$ cat src/rtl/rob_ctrl.sv
// -----------------------------------------------------------------------------
// rob_ctrl
//
// Sequencing controller for a reorder buffer of DEPTH lines. It owns the
// head/tail pointers, the occupancy count and the per-line valid bitmap, and it
// exchanges per-line strobes and done flags with line storage held elsewhere.
//
//   Allocation: dispatch gets in-order entries at the tail.
//   Update:     out-of-order completions are routed to the addressed line.
//   Commit:     in-order commits are offered to retire from the head.
//   Flush:      a committing entry with an exception starts a one-cycle flush.
//
// Ports
//   clk, rst        clock (rising edge) and asynchronous active-high reset
//   alloc_req       dispatch wants one entry this cycle
//   alloc_ready     an entry can be allocated this cycle
//   alloc_idx       index being allocated (tail)
//   line_write_en   one-hot write strobe to line alloc_idx (fire cycle only)
//   update_en       completion update for update_idx
//   update_idx      line being completed
//   line_update_en  one-hot update strobe; dropped for invalid lines or in flush
//   line_done       done flag of each line, read back from the storage
//   head_exc        exception type of the head line is non-zero
//   commit_ready    retire stage accepts a commit
//   commit_valid    head entry is valid and done
//   commit_idx      index of the head entry
//   flush           one-cycle flush pulse, taken from the registered state
//   count           number of valid entries
//   empty, full     count == 0 / count == DEPTH
// -----------------------------------------------------------------------------
module rob_ctrl #(
   parameter int DEPTH      = 16,
   parameter int ADDR_WIDTH = 4
) (
   input  logic                  clk,
   input  logic                  rst,
   input  logic                  alloc_req,
   output logic                  alloc_ready,
   output logic [ADDR_WIDTH-1:0] alloc_idx,
   output logic [DEPTH-1:0]      line_write_en,
   input  logic                  update_en,
   input  logic [ADDR_WIDTH-1:0] update_idx,
   output logic [DEPTH-1:0]      line_update_en,
   input  logic [DEPTH-1:0]      line_done,
   input  logic                  head_exc,
   input  logic                  commit_ready,
   output logic                  commit_valid,
   output logic [ADDR_WIDTH-1:0] commit_idx,
   output logic                  flush,
   output logic [ADDR_WIDTH:0]   count,
   output logic                  empty,
   output logic                  full
);

   typedef enum logic {RUN, FLUSH} state_t;

   state_t                state, state_nxt;
   logic [ADDR_WIDTH-1:0] head, head_nxt;
   logic [ADDR_WIDTH-1:0] tail, tail_nxt;
   logic [ADDR_WIDTH:0]   count_nxt;
   logic [DEPTH-1:0]      valid, valid_nxt;
   logic                  run, alloc_fire, commit_fire;

   assign alloc_idx  = tail;
   assign commit_idx = head;
   assign flush      = (state == FLUSH);
   assign empty      = (count == '0);
   assign full       = (count == (ADDR_WIDTH+1)'(DEPTH));

   // NOTE: the register block uses non-blocking assignments so every flop
   // samples the pre-edge values computed below; blocking here would let later
   // statements see already-updated state and break the pointer arithmetic.
   always_ff @(posedge clk or posedge rst) begin
      if (rst) begin
         // NOTE: valid is a small flop bitmap, not line storage, so it is reset
         // with the rest of the state; the line contents themselves are left
         // alone and any stale done flag is masked by valid.
         state <= RUN;
         head  <= '0;
         tail  <= '0;
         count <= '0;
         valid <= '0;
      end else begin
         state <= state_nxt;
         head  <= head_nxt;
         tail  <= tail_nxt;
         count <= count_nxt;
         valid <= valid_nxt;
      end
   end

   always_comb begin
      // NOTE: every signal written here gets a default first, so no path can
      // leave one unassigned and infer a latch.
      state_nxt      = state;
      head_nxt       = head;
      tail_nxt       = tail;
      count_nxt      = count;
      valid_nxt      = valid;
      line_write_en  = '0;
      line_update_en = '0;

      // Outputs are gated by rst so the handshakes stay quiet while reset is
      // held, even though the state flops already read RUN.
      run          = (state == RUN) && !rst;
      alloc_ready  = run && !full;
      alloc_fire   = alloc_req && alloc_ready;
      commit_valid = run && valid[head] && line_done[head];
      commit_fire  = commit_valid && commit_ready;

      // The write strobe fires even when a same-cycle exception commit
      // discards the allocation; that line simply never becomes valid.
      if (alloc_fire)
         line_write_en = DEPTH'(1) << tail;
      if (update_en && run && valid[update_idx])
         line_update_en = DEPTH'(1) << update_idx;

      if (state == FLUSH) begin
         state_nxt = RUN;
      end else if (commit_fire && head_exc) begin
         state_nxt = FLUSH;
         head_nxt  = '0;
         tail_nxt  = '0;
         count_nxt = '0;
         valid_nxt = '0;
      end else begin
         // Clear before set: with DEPTH >= 2 and a non-full buffer, head and
         // tail never coincide on a valid entry, so order only matters for
         // readability.
         if (commit_fire) begin
            valid_nxt[head] = 1'b0;
            head_nxt        = head + 1'b1;
         end
         if (alloc_fire) begin
            valid_nxt[tail] = 1'b1;
            tail_nxt        = tail + 1'b1;
         end
         count_nxt = count + (ADDR_WIDTH+1)'(alloc_fire)
                           - (ADDR_WIDTH+1)'(commit_fire);
      end
   end

endmodule

$ cat config.mk
export PLATFORM = sky130hd
export DESIGN_NAME = rob_ctrl
export DESIGN_NICKNAME = d
export VERILOG_FILES = /design/src/rtl/rob_ctrl.sv
export SDC_FILE = /design/constraint.sdc
export NUM_CORES = 1
export LEC_CHECK = 0
export CAP_MARGIN = 20
export CORE_ASPECT_RATIO = 2
export CORE_UTILIZATION = 40
export DETAILED_ROUTE_END_ITERATION = 10
export HOLD_SLACK_MARGIN = 0.08
export PLACE_DENSITY = 0.73
export SYNTH_ARGS = -nofsm -noshare
export SYNTH_HDL_FRONTEND = slang
export SYNTH_SLANG_ARGS = --single-unit
$ cat constraint.sdc
create_clock -name clk -period 10.6 [get_ports clk]
set_input_delay 2.65 -clock clk [delete_from_list [all_inputs] [get_ports clk]]
set_output_delay 2.65 -clock clk [all_outputs]
set_load 0.02 [all_outputs]
==> results of run 1 <==
==> cells in the final DEF, fill, tap and decap left out, drive strengths merged, types with 2 or more instances in the layout <==
cell type | Yosys | final
nand3 | 4 | 4
nand4 | 3 | 3
o21bai | 2 | 2
a211oi | 2 | 2
nor3 | 8 | 8
mux2 | 3 | 3
clkdlybuf4s50 | 0 | 75
inv | 29 | 29
o41ai | 2 | 2
clkbuf | 8 | 5
dfrtp | 30 | 30
ha | 16 | 16
a2111oi | 4 | 4
clkinv | 0 | 2
nor4 | 2 | 2
nor4b | 2 | 2
and2 | 2 | 2
nor2b | 9 | 9
o21ai | 22 | 22
and3 | 6 | 6
mux4 | 9 | 9
xnor2 | 3 | 3
a21oi | 20 | 20
nand2b | 4 | 4
nor3b | 4 | 4
nand2 | 34 | 34
o31ai | 4 | 4
xor2 | 2 | 2
mux2i | 5 | 5
nor2 | 14 | 14
==> registers in the layout (all words and copies together), names as in the netlist <==
signal / flops
alloc_idx: 4
commit_idx: 4
count: 5
flush: 1
valid: 16
==> how the worst max path moves through the flow <==
stage	startpoint	end	slack, ns	cells after the start
finish	update_idx[1]	line_update_en[4]	2.35	8
global route	update_idx[1]	line_update_en[4]	2.06	8
CTS	update_idx[1]	line_update_en[4]	2.32	8
detailed placement	update_idx[1]	line_update_en[4]	2.33	8
global placement	update_idx[1]	line_update_en[4]	2.46	8
floorplan	update_idx[1]	line_update_en[4]	3.59	7
==> kinds of logic (layout without fill, tap and decap cells) <==
family,after synthesis,after routing,synth area share
compound gates,60,60,0.1548
xor+xnor,5,5,0.01831
fa+ha+maj,17,17,0.09205
buf+inv,42,112,0.07740
flops,30,30,0.3138
mux,17,17,0.1281
simple gates,99,99,0.2155
==> per-layer routing <==
| metal | GRT usage | wire length [um] | vias up | part of all wire |
|---|---|---|---|---|
| li1 | - | - | 1095 | - |
| met2 | 0.4190 | 3789 | 64 | 0.59 |
| met3 | 0.02323 | 234 | 12 | 0.036 |
| met5 | 0 | 0 | - | 0 |
| met1 | 0.2258 | 2270 | 1047 | 0.35 |
| met4 | 0.1000 | 129 | 0 | 0.020 |
==> worst register-to-register path, delay by kind of cell, from the launching register on <==
family	cells	cell delay [ns]
adder cells (fa/ha/maj)	3	0.87
XOR/XNOR	1	0.09
multiplexers	3	0.94
flip-flops	1	0.90
AND/OR/NAND/NOR	2	0.62
buffers and inverters	4	0.31
AO/OA/AOI/OAI	3	0.35
==> stage by stage <==
step / hold slack, ns / instance area (sq um) / std cells / power [mW] / util
CTS: 0.5305 / 3306 / 401 / 0.8199 / 0.5741
global route: 0.5832 / 3306 / 401 / 0.8779 / 0.5741
floorplan: 0.5258 / 2392 / 270 / 0.5452 / -
finish: 0.5296 / 3306 / 401 / 0.8156 / 0.5741
global placement: 0.5046 / 3143 / 393 / 0.6709 / 0.5459
detailed placement: 0.5175 / 3171 / 394 / 0.6854 / 0.5506
==> where the power goes <==
part,switching (mW),internal [mW]
combinational,0.218,0.217
clock,0.0456,0.0844
sequential,0.0830,0.167
==> area by class of cell <==
| cell class | instances | area, sq um |
|---|---|---|
| multi-input cells | 198 | 1456 |
| fillers | 525 | 2452 |
| clock inverters | 2 | 10.01 |
| clock buffers | 5 | 125.1 |
| flip-flops and latches | 30 | 750.7 |
| well taps | 61 | 76.32 |
| repair buffers | 76 | 778.2 |
| inverters | 29 | 108.9 |
==> impl_metrics.tcl, run 1 <==
set metrics [dict create \
    synth_most_common_cell "nand2_1" \
    ios 76 \
    critPathMaxStageDelay_ns 0.80 \
    diodes 0 \
    hold_buffers 0 \
    cp_cell_sequence "clkdlybuf4s50_1 > mux2i_1 > o21ai_0 > a21oi_1 > nor4b_1 > nor2b_1 > nor3b_1 > clkdlybuf4s50_1" \
    fp.dieH_um 111.4 \
    fin_skew_ns 0.004015 \
    synthDistinctLibCells 50 \
    drv_slew 0 \
    ctsHtreeMaxLevel 2 \
    cp-end-kind "output pin" \
    drt_first_iter_violations 63 \
    cts_resized 0 \
    placementRows 39 \
    drtAntennaViolNets 0 \
    fin_setup_tns_ns 0 \
    cts_root_buffer "clkbuf_16" \
    antenna_found_initial 0 \
    whs_path_depth 2 \
    timing.reg2reg.setup_slack_ns 6.43 \
    synth_area_sq_um 2392 \
    area_delta_synth_final_pct 38.18 \
    critPathBufInv 2 \
    crit_path_top_delay_cell "clkdlybuf4s50_1" \
    cpMostUsedCell "clkdlybuf4s50_1" \
    r2r-end "count[4]$_DFFE_PP0N_" \
    yosysSeqAreaShare 0.3138 \
    synth_commonest_cells "34 x nand2_1, 30 x dfrtp_1, 28 x inv_1" \
    synth_area_leaders "dfrtp_1 31%, mux4_2 8.5%, ha_1 8.4%" \
    synth_edf_count 0 \
    grt.total_usage 0.2178 \
    min_period_ns 8.254 \
    clk_path_buf_depth 2 \
    routed_wl_um 6424 \
    dp_hpwl_um 5002 \
    syn_inst 270 \
    portBuffers 75 \
    synth-seq-cells 30 \
    dp_slack_ns 2.331 \
    violations "DRC" \
    initial_core_util 0.4155 \
    cts.clk_slew.worst_paths_ns 0.05 \
    cts_setup_buffers 0 \
    worstSetupStartpointType "primary input" \
    drc 12 \
    layout-drive-gt1-share 0.07941 \
    cap_violations 0 \
    vias_per_cell 5.531 \
    worst_slew_margin_rel 0.3347 \
    fin_crit_sh 0.7787 \
    grt-ovfl-total 0 \
    setup_viol 0 \
    grt_max_degree 28 \
    ir_drop_v 0.0001539 \
    reg2reg_from "commit_idx[0]$_DFFE_PP0P_" \
    cts_sinks 30 \
    async_reset_ff_frac 1.000 \
    min-delay-path-class "reg2reg" \
    dieArea_sq_um 6313 \
    clock.fmax_mhz 121.2 \
    yosysTopAreaCell "dfrtp_1" \
    required_ns 7.95 \
    clk_latency_ns 0.27 \
    gp_congestion 0.8174 \
    cts_buffers 5 \
    cp_max_fo 14 \
    cts_tree "done" \
    via_count 2218 \
    yosys_warnings 0 \
    crit_family "buffers and inverters" \
    ff2ff_path_depth 16 \
    drtPass1Iterations 7 \
    fin_nets 383 \
    rsz0062_at_grt "no" \
    synthFlopType "dfrtp_1" \
    power.leakage_nw 1.423 \
    worstHoldStart "count[3]$_DFFE_PP0N_" \
    worstMarginPinSlew_ns 0.9972 \
    syn_avg_cell_area_sq_um 8.860 \
    coreArea_sq_um 5758 \
    arrival_ns 5.60 \
    grt_pass1_vias 2296 \
    wl_per_cell_um 16.02 \
    critPathKind "in2out" \
    synth_top_area_frac 0.3138 \
    die_w_um 56.69 \
    p_per_area_nw_per_um2 246.7 \
    worstHoldEndpoint "count[3]$_DFFE_PP0N_" \
    synth_fp_nets 313 \
    hold_viol 0 \
    setup_slack_ns 2.346 \
    status "finished with violations" \
    grt_pass1_wl_um 10740 \
]
Power figures use the tool's default switching activity.
==> run 2: changes to the inputs <==
--- a/config.mk
+++ b/config.mk
@@ -10,7 +10,7 @@
 export CORE_UTILIZATION = 40
 export DETAILED_ROUTE_END_ITERATION = 10
 export HOLD_SLACK_MARGIN = 0.08
-export PLACE_DENSITY = 0.73
+export PLACE_DENSITY = 0.75
 export SYNTH_ARGS = -nofsm -noshare
 export SYNTH_HDL_FRONTEND = slang
 export SYNTH_SLANG_ARGS = --single-unit
==> constraint.sdc (replaced) <==
create_clock -name clk -period 6.8 [get_ports clk]
set_input_delay 1.7 -clock clk [delete_from_list [all_inputs] [get_ports clk]]
set_output_delay 1.7 -clock clk [all_outputs]
set_load 0.02 [all_outputs]
==> run 2 against run 1 <==
The flow still finishes with violations (DRC). Cell area grew 0.38%. Clock power grew 69%. Critical path depth is the same. Final cell count grew 0.25%. Global-route usage shrank 0.38 points. Flip-flop and latch count is the same. Sequential share of layout area shrank 0.086 points. Largest cell class unchanged. Highest routed layer unchanged. Combinational power grew 55%.
==> impl_metrics.tcl, run 2 (synthesis results as in run 1) <==
set metrics [dict create \
    setup_viol 0 \
    grt.total_usage 0.2140 \
    status "finished with violations" \
    diodes 0 \
    placementRows 39 \
    hold_buffers 0 \
    top_regs "valid: 16 flops, count: 5 flops" \
    cpMostUsedCell "clkdlybuf4s50_1" \
    min-delay-path-class "reg2reg" \
    critPathBufInv 2 \
    fp.dieH_um 111.4 \
    initial_core_util 0.4155 \
    p_per_area_nw_per_um2 387.6 \
    drtAntennaViolNets 0 \
    cts_resized 0 \
    worstSetupStartpointType "primary input" \
    cts_buffers 5 \
    ir_drop_v 0.0002605 \
    ios 76 \
    drtPass1Iterations 7 \
    power.leakage_nw 1.428 \
    grt_max_degree 28 \
    crit_path_top_delay_cell "clkdlybuf4s50_1" \
    coreArea_sq_um 5758 \
    arrival_ns 4.56 \
    rsz0062_at_grt "no" \
    fin_skew_ns 0.003138 \
    required_ns 5.10 \
    cp_cell_sequence "clkdlybuf4s50_1 > mux2i_1 > o21ai_0 > a21oi_1 > nor4b_1 > nor2b_1 > nor3b_1 > clkdlybuf4s50_1" \
    wl_per_cell_um 16.03 \
    cts_tree "done" \
    vias_per_cell 5.622 \
    area_delta_synth_final_pct 38.70 \
    crit_family "buffers and inverters" \
    cp-end-kind "output pin" \
    grt_pass1_vias 2352 \
    drc 14 \
    cp_max_fo 14 \
    cts_setup_buffers 0 \
    grt-ovfl-total 0 \
    fin_setup_tns_ns 0 \
    dieArea_sq_um 6313 \
    worstMarginPinSlew_ns 0.9915 \
    clock.fmax_mhz 159.7 \
    critPathKind "in2out" \
    min_period_ns 6.264 \
    largest_reg_flops 16 \
    gp_congestion 0.8273 \
    via_count 2260 \
    cts_root_buffer "clkbuf_16" \
    top_register "valid" \
    layout_commonest_cell "clkdlybuf4s50_1" \
    ctsHtreeMaxLevel 2 \
    clk_latency_ns 0.27 \
    worst_slew_margin_rel 0.3385 \
    violations "DRC" \
    setup_slack_ns 0.5364 \
    antenna_found_initial 0 \
    cts_sinks 30 \
    portBuffers 75 \
    die_w_um 56.69 \
    final_cell_mix "75 x clkdlybuf4s50_1, 34 x nand2_1, 30 x dfrtp_1" \
    cap_violations 0 \
    cts.clk_slew.worst_paths_ns 0.05 \
    fin_nets 383 \
    dp_slack_ns 0.5266 \
    layout-drive-gt1-share 0.07918 \
    fin_crit_sh 0.9211 \
    critPathMaxStageDelay_ns 0.82 \
    drv_slew 0 \
    dp_hpwl_um 4997 \
    grt_pass1_wl_um 10700 \
    routed_wl_um 6443 \
    hold_viol 0 \
    drt_first_iter_violations 102 \
    clk_path_buf_depth 2 \
]
run 2: changes by cell type in the layout (fill, tap and decap cells not counted), sizes merged:
cell / delta
clkinv: -1
clkbuf: +2
run 2: final timing paths:
| path | from | endpoint | slack, ns | depth (start not counted) |
|---|---|---|---|---|
| max | update_idx[1] | line_update_en[4] | 0.54 | 8 |
| min | count[3]$_DFFE_PP0N_ | count[3]$_DFFE_PP0N_ | 0.55 | 2 |
| max reg2reg | commit_idx[0]$_DFFE_PP0P_ | count[4]$_DFFE_PP0N_ | 2.68 | 16 |
| min reg2reg | count[3]$_DFFE_PP0N_ | count[3]$_DFFE_PP0N_ | 0.55 | 2 |
| max in group asynchronous | rst | valid[10]$_DFFE_PP0N_ | 4.53 | 3 |
| min in group asynchronous | rst | count[0]$_DFFE_PP0N_ | 1.84 | 2 |
run 2: area by class of cell:
cell class                      count  area, sq um
Fill cell                         521         2440
Multi-Input combinational cell    198         1456
Tap cell                           61        76.32
Timing Repair Buffer               76        778.2
Inverter                           29        108.9
Clock buffer                        7        142.6
Clock inverter                      1        5.005
Sequential cell                    30        750.7
run 2: tightest hold or removal path, cell delays in order (launching register included):
cell and delay, ns:
dfrtp_1 0.37, nand2_1 0.06, o31ai_1 0.07
run 2: stage by stage:
step                power, mW  hold WS [ns]  cell area [sq um]  instances  utilization
floorplan              0.8499        0.5258               2392        270            -
global placement        1.042        0.5060               3143        393       0.5459
detailed placement      1.069        0.5292               3171        394       0.5506
CTS                     1.297        0.5546               3318        402       0.5763
global route            1.384        0.5834               3318        402       0.5763
finish                  1.286        0.5479               3318        402       0.5763
run 2: per-layer routing:
metal  track usage  part of all wire  up-vias  wire length [um]
met5             0                 0        -                 0
met2        0.4135              0.57       76              3651
li1              -                 -     1091                 -
met1        0.2115              0.36     1079              2300
met3       0.02555             0.045       14               288
met4        0.1133             0.031        0               202
run 2: power breakdown:
group          internal [mW]  switching, mW
logic                  0.338          0.335
clock network          0.145         0.0749
registers              0.261          0.133
total                  0.744          0.542
